`src/rtl/fir_engine_mc.sv`:
```
// fir_engine_mc: multi-channel FIR, one shared MAC time-multiplexed over per-channel sample histories.
// Latency: start accepted at edge E0 -> done high in the cycle after edge E(M+1), M = NTaps (normal) or ceil(NTaps/2) (symmetric).
// Backpressure: none; start while busy (including the done cycle) is dropped and flagged by a one-cycle overrun pulse.
//
// Ports:
//   clk, resetN              clock (rising edge), asynchronous active-low reset
//   start, chSel, x          sample strobe, target channel, signed sample
//   symCoeffs                symmetric (pre-add) mode, captured when start is accepted
//   lock                     coefficient write window; a result computed while lock is seen is muted to 0
//   coeffLoadEn, coeffIn     serial coefficient shift (MSB-first), only effective while lock=1
//   busy, done, doneCh, y    engine busy, result strobe, result channel, saturated signed result
//   overrun                  one-cycle pulse when a start is dropped
//
// Build option: define FIR_ROUND_EN for round-half-up before the output shift; otherwise truncation (floor).

module fir_engine_mc #(
  parameter int NChannels  = 2,
  parameter int NTaps      = 9,
  parameter int DataWidth  = 12,
  parameter int CoeffWidth = 12,
  localparam int ChW       = (NChannels > 1) ? $clog2(NChannels) : 1
) (
  input  logic                 clk,
  input  logic                 resetN,
  input  logic                 start,
  input  logic [ChW-1:0]       chSel,
  input  logic [DataWidth-1:0] x,
  input  logic                 symCoeffs,
  input  logic                 lock,
  input  logic                 coeffLoadEn,
  input  logic                 coeffIn,
  output logic                 busy,
  output logic                 done,
  output logic [ChW-1:0]       doneCh,
  output logic [DataWidth-1:0] y,
  output logic                 overrun
);

  localparam int PtrW   = $clog2(NTaps);
  localparam int KW     = $clog2(NTaps + 1);
  localparam int AccW   = DataWidth + CoeffWidth + $clog2(NTaps) + 1;
  localparam int PreW   = DataWidth + 1;
  localparam int ProdW  = PreW + CoeffWidth;
  localparam int ChainW = NTaps * CoeffWidth;

  localparam logic [KW-1:0]   LastNorm = KW'(NTaps - 1);
  localparam logic [KW-1:0]   LastSym  = KW'((NTaps + 1) / 2 - 1);
  localparam logic [KW-1:0]   HalfK    = KW'(NTaps / 2);
  localparam logic [ChW:0]    NumCh    = (ChW + 1)'(NChannels);
  localparam logic [PtrW-1:0] LastPtr  = PtrW'(NTaps - 1);

  localparam logic signed [AccW-1:0] YMax = AccW'((1 << (DataWidth - 1)) - 1);
  localparam logic signed [AccW-1:0] YMin = AccW'(-(1 << (DataWidth - 1)));

  typedef enum logic [1:0] {IDLE, MAC, OUT, HOLD} state_t;

  state_t                      state;
  logic [ChainW-1:0]           chain;
  logic signed [DataWidth-1:0] hist [NChannels][NTaps];
  logic [PtrW-1:0]             head [NChannels];
  logic [ChW-1:0]              ch_q;
  logic                        sym_q;
  logic                        mute;
  logic [KW-1:0]               k;
  logic [KW-1:0]               k_last;
  logic [PtrW-1:0]             rp_new;   // walks from newest sample towards older ones
  logic [PtrW-1:0]             rp_old;   // walks from oldest sample towards newer ones (symmetric partner)
  logic signed [AccW-1:0]      acc;

  function automatic logic [PtrW-1:0] ptr_inc(input logic [PtrW-1:0] p);
    return (p == LastPtr) ? '0 : p + 1'b1;
  endfunction

  function automatic logic [PtrW-1:0] ptr_dec(input logic [PtrW-1:0] p);
    return (p == '0) ? LastPtr : p - 1'b1;
  endfunction

  // Coefficient c[k] lives at the k-th word from the MSB end of the chain.
  logic signed [CoeffWidth-1:0] coef;
  always_comb begin
    coef = '0;
    for (int i = 0; i < NTaps; i++) begin
      if (k == KW'(i)) coef = chain[(NTaps - i) * CoeffWidth - 1 -: CoeffWidth];
    end
  end

  logic signed [DataWidth-1:0] h_new;
  logic signed [DataWidth-1:0] h_old;
  assign h_new = hist[ch_q][rp_new];
  assign h_old = hist[ch_q][rp_old];

  logic signed [PreW-1:0]  pre;
  logic signed [ProdW-1:0] prod;
  logic signed [AccW-1:0]  prod_ext;
  always_comb begin
    pre = PreW'(h_new);
    // Symmetric mode pairs tap k with tap NTaps-1-k; the odd centre tap is taken alone.
    if (sym_q && (k < HalfK)) pre = PreW'(h_new) + PreW'(h_old);
    prod     = ProdW'(pre) * ProdW'(coef);
    prod_ext = AccW'(prod);
  end

  logic signed [AccW-1:0] acc_adj;
`ifdef FIR_ROUND_EN
  localparam logic signed [AccW-1:0] RndBias = AccW'(1 << (CoeffWidth - 2));
  assign acc_adj = acc + RndBias;
`else
  assign acc_adj = acc;
`endif

  logic signed [AccW-1:0]  shifted;
  logic [DataWidth-1:0]    y_sat;
  assign shifted = acc_adj >>> (CoeffWidth - 1);
  always_comb begin
    if (shifted > YMax)      y_sat = {1'b0, {(DataWidth - 1){1'b1}}};
    else if (shifted < YMin) y_sat = {1'b1, {(DataWidth - 1){1'b0}}};
    else                     y_sat = shifted[DataWidth-1:0];
  end

  // Serial coefficient chain, independent of the FSM.
  always_ff @(posedge clk or negedge resetN) begin
    if (!resetN) begin
      chain <= '0;
    end else if (lock && coeffLoadEn) begin
      chain <= {chain[ChainW-2:0], coeffIn};
    end
  end

  always_ff @(posedge clk or negedge resetN) begin
    if (!resetN) begin
      state   <= IDLE;
      busy    <= 1'b0;
      done    <= 1'b0;
      doneCh  <= '0;
      y       <= '0;
      overrun <= 1'b0;
      ch_q    <= '0;
      sym_q   <= 1'b0;
      mute    <= 1'b0;
      k       <= '0;
      k_last  <= '0;
      rp_new  <= '0;
      rp_old  <= '0;
      acc     <= '0;
      for (int c = 0; c < NChannels; c++) begin
        head[c] <= '0;
        for (int t = 0; t < NTaps; t++) hist[c][t] <= '0;
      end
    end else begin
      done    <= 1'b0;
      overrun <= 1'b0;
      case (state)
        IDLE: begin
          if (start && ({1'b0, chSel} < NumCh)) begin
            // head points at the oldest slot: overwrite it, and the slot after it becomes the oldest.
            hist[chSel][head[chSel]] <= x;
            head[chSel] <= ptr_inc(head[chSel]);
            rp_new      <= head[chSel];
            rp_old      <= ptr_inc(head[chSel]);
            ch_q        <= chSel;
            sym_q       <= symCoeffs;
            k_last      <= symCoeffs ? LastSym : LastNorm;
            k           <= '0;
            acc         <= '0;
            mute        <= lock;
            busy        <= 1'b1;
            state       <= MAC;
          end
        end
        MAC: begin
          acc    <= acc + prod_ext;
          k      <= k + 1'b1;
          rp_new <= ptr_dec(rp_new);
          rp_old <= ptr_inc(rp_old);
          if (lock) mute <= 1'b1;
          if (k == k_last) state <= OUT;
        end
        OUT: begin
          y      <= mute ? '0 : y_sat;
          done   <= 1'b1;
          doneCh <= ch_q;
          state  <= HOLD;
        end
        HOLD: begin
          // Done cycle: still busy, so a coincident start is dropped.
          busy  <= 1'b0;
          state <= IDLE;
        end
        default: state <= IDLE;
      endcase
      if (start && (state != IDLE)) overrun <= 1'b1;
    end
  end

endmodule

```
`config.mk`:
```
export PLATFORM = sky130hd
export DESIGN_NAME = fir_engine_mc
export DESIGN_NICKNAME = d
export VERILOG_FILES = /design/src/rtl/fir_engine_mc.sv
export SDC_FILE = /design/constraint.sdc
export NUM_CORES = 1
export LEC_CHECK = 0
export ABC_AREA = 1
export CAP_MARGIN = 40
export CORE_MARGIN = 2
export CORE_UTILIZATION = 45
export DETAILED_ROUTE_END_ITERATION = 6
export SLEW_MARGIN = 40
export SYNTH_ARGS = -nofsm -noshare
export SYNTH_HDL_FRONTEND = slang
export SYNTH_SLANG_ARGS = --single-unit
```
`constraint.sdc`:
```
create_clock -name clk -period 23.4 [get_ports clk]
set_input_delay 3.51 -clock clk [delete_from_list [all_inputs] [get_ports clk]]
set_output_delay 3.51 -clock clk [all_outputs]
set_load 0.02 [all_outputs]
```
==> reports/qor_table.md, run 1 <==
| Item | This run |
|---|---|
| Final total negative setup slack | 0 ps |
| Synthesized instance count | 3428 |
| Top cell by count, worst path | nand2_1 |
| Most common library cell in the layout ignoring fill and taps | nand2_1 |
| Endpoint type of the worst setup path | flip-flop |
| Kind of start point of the critical path | flip-flop |
| Outcome | finished, final reports clean |
| Worst Path Buf+Inv | 5 |
| Area added between synthesis and finish | 8.625% |
| Vias in the first global route | 23.29k |
| Count of endpoints failing hold in the final timing report | 0 |
| Maximum buffer depth of the clock tree | 3 |
| Final global-route overflow total | 0 |
| Final Max Tran Viols | 0 |
| Share of cells above drive strength 1 | 0.07281 |
| Standard-cell row count | 90 |
| Remaining number of nets flagged by the antenna check after routing | 0 |
| Library cells used by synthesis | 58 |
| Final-stage net count | 3690 |
| First-pass GRT wire length | 129800 um |
| Antenna cell count | 0 |
| Cell types occupying the most area after synthesis | dfrtp_1 36%, fa_1 14%, nand2_1 14% |
| Final routed DRC violation total | 0 |
| Sequential-to-total area share from yosys stat | 0.3599 |
| Count of routing violations after the opening detailed-route iteration | 2082 |
| Quantity of I/O buffers inserted on ports | 35 |
| Part of the cycle the worst path needs | 0.4073 |
| DP HPWL | 57960 um |
| Arrival time worst endpoint | 10000 ps |
| HP Class | reg2reg |
| Area of the die | 63020 um^2 |
| Fmax | 104.9 MHz |
| Number of nets in the synthesized netlist | 3742 |
| Global Route Usage Sum | 0.2613 |
| Count of hold-fix buffers inserted at cts | 0 |
| Minimum period implied by the final worst setup slack | 9531 ps |
| Flip-flop and latch count after synthesis | 395 |
| Vias per Instance | 5.452 |
| X dimension of the die | 251.0 um |
| Floorplan die height | 251.0 um |
| Maximum number of pins on one net before global-route repair | 107 |
| Number of I/O pins | 36 |
| Average routed wire per standard cell | 19.12 um |
| Worst slew margin | 0.4466 |
| Post-synth top area share | 0.3599 |
| TritonCTS clock tree | done |
| Dominant delay contributor by cell family on the critical path | adder cells |
| Number of buffers added by the clock tree synthesis step | 46 |
| Gp weighted congestion | 0.9285 |
| Standard cell core area | 60360 um^2 |
| Synthesis Warnings | 0 |
| Initial core utilization | 0.4550 |
| Number of setup violations in the final report | 0 |
| Setup repair after global routing missed its margin | false |
| Clock transition at the registers of the reported paths | 60 ps |
| Via count | 22.83k |
| Final Skew | 43.42 ps |
| Average cell area after synthesis | 8.011 um^2 |
| Max-cap violation count | 0 |
| Worst Setup Path Type | reg2reg |
| Cell with the largest stage delay on the worst path | nand2_1 |
| Number of antenna violations at the first check in global routing | 0 |
| Highest net fanout along the worst path | 15 |
| Number of filler instances in the final layout | 5883 |
| Critical path data required time | 23870 ps |
| Post_cts resized | 0 |
| Insertion delay of the later-clocked pin in the worst-skew pair | 620 ps |
| Cell taking the most area after synthesis | dfrtp_1 |
| Post-CTS setup buffer count | 0 |
| Top library cells by usage in the layout, fill and taps aside | 999 x nand2_1, 410 x inv_1, 396 x o21ai_0, 394 x dfrtp_1, 192 x fa_1 |
| Total number of clock tree sinks | 395 |
| Transition time at the pin with the least slew margin | 830.0 ps |
| Final WL | 80070 um |
| Pre-antenna DRT Iters | 6 |
| Post-Syn Area | 27460 um^2 |
| Slowest stage delay, CP | 610 ps |
| Number of H-tree levels | 2 |
| Clock root buffer master | clkbuf_16 |
## area by class of cell
| type | count | area, um^2 | share of cell area |
|---|---|---|---|
| multi-input cells | 2439 | 15240 | 0.5108 |
| clock inverters | 14 | 186.4 | 0.006250 |
| repair buffers | 55 | 578.1 | 0.01938 |
| flip-flops and latches | 395 | 9888 | 0.3315 |
| clock buffers | 64 | 1309 | 0.04387 |
| well taps | 782 | 978.4 | 0.03280 |
| inverters | 439 | 1654 | 0.05545 |
## registers in the layout, summed over array words and instances (netlist names)
| register | count |
|---|---|
| acc | 29 |
| busy | 1 |
| ch_q | 1 |
| chain | 108 |
| done | 1 |
| doneCh | 1 |
| head | 8 |
| hist | 216 |
| k | 4 |
| k_last | 2 |
| mute | 1 |
| overrun | 1 |
| rp_new | 4 |
| rp_old | 4 |
| state | 2 |
| y | 12 |
## worst min-delay path: cells and delay by family (launching register included)
family | cells | cell delay, ps
flops | 1 | 340
compound gates | 1 | 60
simple gates | 1 | 50
## metrics by stage
step	util	cells	instance area, um^2	hold slack [ps]	setup slack [ps]
2_1_floorplan	-	3428	27460	445.1	16080
4_1_cts	0.4939	4188	29810	482.7	13880
5_1_grt	0.4942	4188	29830	498.1	13290
3_3_place_gp	0.4667	4107	28170	459.8	13710
3_5_place_dp	0.4692	4110	28320	468.1	13890
6_report	0.4942	4188	29830	478.3	13870
## logic make-up after synthesis
family	after synthesis	synth area share
compound gates	604	0.1181
xor+xnor	11	0.003508
fa+ha+maj	294	0.1864
buf+inv	594	0.08830
flops	395	0.3599
mux	40	0.01640
simple gates	1490	0.2273
## cell usage after synthesis (all sizes together)
library cell  number
ha               102
o2111ai           11
mux2              40
fa               192
a31o               1
clkbuf            84
a22oi              2
buf               71
xor2               4
o311ai             1
o21bai             5
and2               4
o21ai            438
dfrtp            395
nor3              12
o221ai             2
clkinv             4
o211ai            12
a21o               1
inv              435
a21oi             96
and3               1
nand4             33
nor4               2
a31oi              3
nand2           1025
or2               23
a22o               4
o31ai              2
nor2             193
nand3            196
o22ai             17
nand3b             1
a21boi             2
xnor2              7
a211oi             4
o21a               3
## path summary, 6_finish.rpt
path | from | endpoint | slack, ps | cells after the start
worst max-delay path | rp_old[0] | acc[27] | 13870 | 34
worst min-delay path | hist[159] | hist[159] | 480 | 2
worst min register to register | hist[159] | hist[159] | 480 | 2
worst max register to register | rp_old[0] | acc[27] | 13870 | 34
min in group asynchronous | resetN | chain[97] | 2900 | 2
max in group asynchronous | resetN | hist[10] | 18100 | 5
## layer usage
| metal | GRT usage | wire (um) |
|---|---|---|
| met1 | 0.3717 | 36820 |
| met2 | 0.4123 | 35850 |
| met3 | 0.04017 | 4942 |
| met4 | 0.08027 | 2453 |
| met5 | 0 | 0 |
Power of run 1 is not shown: default switching activity piles up to over one toggle a cycle in this logic, so the estimate is an artifact.
==> run 2, diff against run 1 <==
==> constraint.sdc (replaced) <==
create_clock -name clk -period 10 [get_ports clk]
set_input_delay 1.5 -clock clk [delete_from_list [all_inputs] [get_ports clk]]
set_output_delay 1.5 -clock clk [all_outputs]
set_load 0.02 [all_outputs]
==> run 2 against run 1 <==
  * Via count is 0.85% higher
  * Cell count is 0.62% higher
  * Largest cell class unchanged
  * Critical path type unchanged
  * Register-to-register slack worse by 13000 ps
  * Wire length is 1.5% higher
  * Critical path depth is 1 higher
  * First-iteration DRC count is 3.8% lower
  * Maximum frequency is 3.1% higher
  * Clock skew is 22 ps higher
==> reports/qor_table.md, run 2 (synthesis results as in run 1) <==
| Item | This run | vs previous |
|---|---|---|
| Area added between synthesis and finish | 9.741% | was 8.625% |
| Placed cell area | 28400 um^2 | was 28320 um^2 |
| Highest net fanout along the worst path | 102 | was 15 |
| Minimum period implied by the final worst setup slack | 9242 ps | was 9531 ps |
| Worst slew margin | 0.4605 | was 0.4466 |
| X dimension of the die | 251.0 um | unchanged |
| Global Route met2 Usage | 0.4230 | was 0.4123 |
| Share of cells above drive strength 1 | 0.07692 | was 0.07281 |
| Critical path data required time | 10470 ps | was 23870 ps |
| Final Max Tran Viols | 0 | unchanged |
| Final global-route overflow total | 0 | unchanged |
| Clock root buffer master | clkbuf_16 | unchanged |
| Antenna cell count | 0 | unchanged |
| Top cell by count, worst path | nand2_1 | unchanged |
| TritonCTS clock tree | done | unchanged |
| Floorplan die height | 251.0 um | unchanged |
| Clock transition at the registers of the reported paths | 60 ps | about the same |
| Transition time at the pin with the least slew margin | 808.4 ps | was 830.0 ps |
| Count of hold-fix buffers inserted at cts | 0 | unchanged |
| Post-CTS setup buffer count | 0 | unchanged |
| Number of H-tree levels | 2 | unchanged |
| Maximum number of pins on one net before global-route repair | 107 | unchanged |
| Outcome | finished, final reports clean | unchanged |
| Slowest stage delay, CP | 600 ps | was 610 ps |
| Number of buffers added by the clock tree synthesis step | 47 | was 46 |
| Average routed wire per standard cell | 19.28 um | was 19.12 um |
| Insertion delay of the later-clocked pin in the worst-skew pair | 630 ps | was 620 ps |
| Vias in the first global route | 23.03k | was 23.29k |
| WHS | 475.2 ps | was 478.3 ps |
| Cell with the largest stage delay on the worst path | dfrtp_4 | was nand2_1 |
| Final total negative setup slack | 0 ps | unchanged |
| Global Route Usage Sum | 0.2654 | was 0.2613 |
| Arrival time worst endpoint | 9710 ps | was 10000 ps |
| Quantity of I/O buffers inserted on ports | 35 | unchanged |
| Final-stage net count | 3709 | was 3690 |
| Worst Setup Path Type | reg2reg | unchanged |
| Max-cap violation count | 0 | unchanged |
| Remaining number of nets flagged by the antenna check after routing | 0 | unchanged |
| Endpoint type of the worst setup path | flip-flop | unchanged |
| Post_cts resized | 0 | unchanged |
| GR Layer Usage met1 | 0.3816 | was 0.3717 |
| Total number of clock tree sinks | 395 | unchanged |
| Pre-antenna DRT Iters | 6 | unchanged |
| Count of endpoints failing hold in the final timing report | 0 | unchanged |
| Vias per Instance | 5.464 | was 5.452 |
| Grt peak-use layer | met2 | unchanged |
| Registers with the most flip-flops | hist: 216 flops, chain: 108 flops, acc: 29 flops | unchanged |
| First-pass GRT wire length | 131600 um | was 129800 um |
| Number of I/O pins | 36 | unchanged |
| Design Area, Final | 30140 um^2 | was 29830 um^2 |
| Register with the highest flop count | hist | unchanged |
| Final routed DRC violation total | 0 | unchanged |
| Standard-cell row count | 90 | unchanged |
| Number of flip-flops in the largest register | 216 | unchanged |
| Standard cell core area | 60360 um^2 | unchanged |
| Initial core utilization | 0.4550 | unchanged |
| Area of the die | 63020 um^2 | unchanged |
| Final Skew | 65.37 ps | was 43.42 ps |
| Maximum buffer depth of the clock tree | 3 | unchanged |
| Number of antenna violations at the first check in global routing | 1 | was 0 |
| Most common library cell in the layout ignoring fill and taps | nand2_1 | unchanged |
| HP Class | reg2reg | unchanged |
| Post-layout utilization of the core | 0.4993 | was 0.4942 |
| Global Route met3 Usage | 0.03924 | was 0.04017 |
| Number of setup violations in the final report | 0 | unchanged |
| DP HPWL | 58660 um | was 57960 um |
| Count of routing violations after the opening detailed-route iteration | 2002 | was 2082 |
| Kind of start point of the critical path | flip-flop | unchanged |
| Fmax | 108.2 MHz | was 104.9 MHz |
| Setup repair after global routing missed its margin | false | unchanged |
| Via count | 23.03k | was 22.83k |
| Final WL | 81250 um | was 80070 um |
| Gp weighted congestion | 0.9166 | was 0.9285 |
| Part of the cycle the worst path needs | 0.9242 | was 0.4073 |
| Top library cells by usage in the layout, fill and taps aside | 998 x nand2_1, 411 x inv_1, 396 x o21ai_0, 394 x dfrtp_1, 192 x fa_1 | was 999 x nand2_1, 410 x inv_1, 396 x o21ai_0, 394 x dfrtp_1, 192 x fa_1 |
==> run 2: cell types whose count changed in the layout (fill, tap and decap cells not counted), moves of 3 or more <==
cell,before,now
nand3_1,177,183
nand3_2,19,13
clkbuf_1,9,12
bufinv_16,2,6
buf_6,7,3
buf_4,10,31
==> run 2: final timing paths <==
kind	endpoint	depth (start not counted)	slack [ps]	start
min in group asynchronous	hist[182]	1	740	resetN
worst min register to register	hist[137]	2	480	hist[137]
worst max register to register	acc[27]	35	760	ch_q
max in group asynchronous	y[9]	4	7200	resetN
worst min-delay path	hist[137]	2	480	hist[137]
worst max-delay path	acc[27]	35	760	ch_q
==> run 2: cell type report <==
class | instances | area, um^2
timing repair buffer | 73 | 716.9
clock buffer | 70 | 1373
tap | 782 | 978.4
clock inverter | 16 | 314.1
multi-input combinational | 2439 | 15210
sequential | 395 | 9888
fill | 5838 | 30220
inverter | 439 | 1657
==> run 2: routing by layer <==
layer,vias to the layer above,share of wire
met3,132,0.065
li1,10820,-
met2,766,0.46
met1,11310,0.45
met5,-,0.00016
met4,2,0.024
==> run 2: worst max-delay path: cells and delay by family, from the launching register on <==
kind / cells / cell delay, ps
DFF: 1 / 600
and+or+nand+nor: 15 / 2280
AOI/OAI and AO/OA: 6 / 1280
buffers and inverters: 6 / 1080
adders and majority gates: 8 / 3670
==> run 2: through the flow <==
step           instances  worst slack, ps
3_3_place_gp        4125            628.1
4_1_cts             4212            823.7
5_1_grt             4214            270.8
6_report            4214            757.5
2_1_floorplan       3428             2682
3_5_place_dp        4126            909.4
Power of run 2 is left out for the same reason.
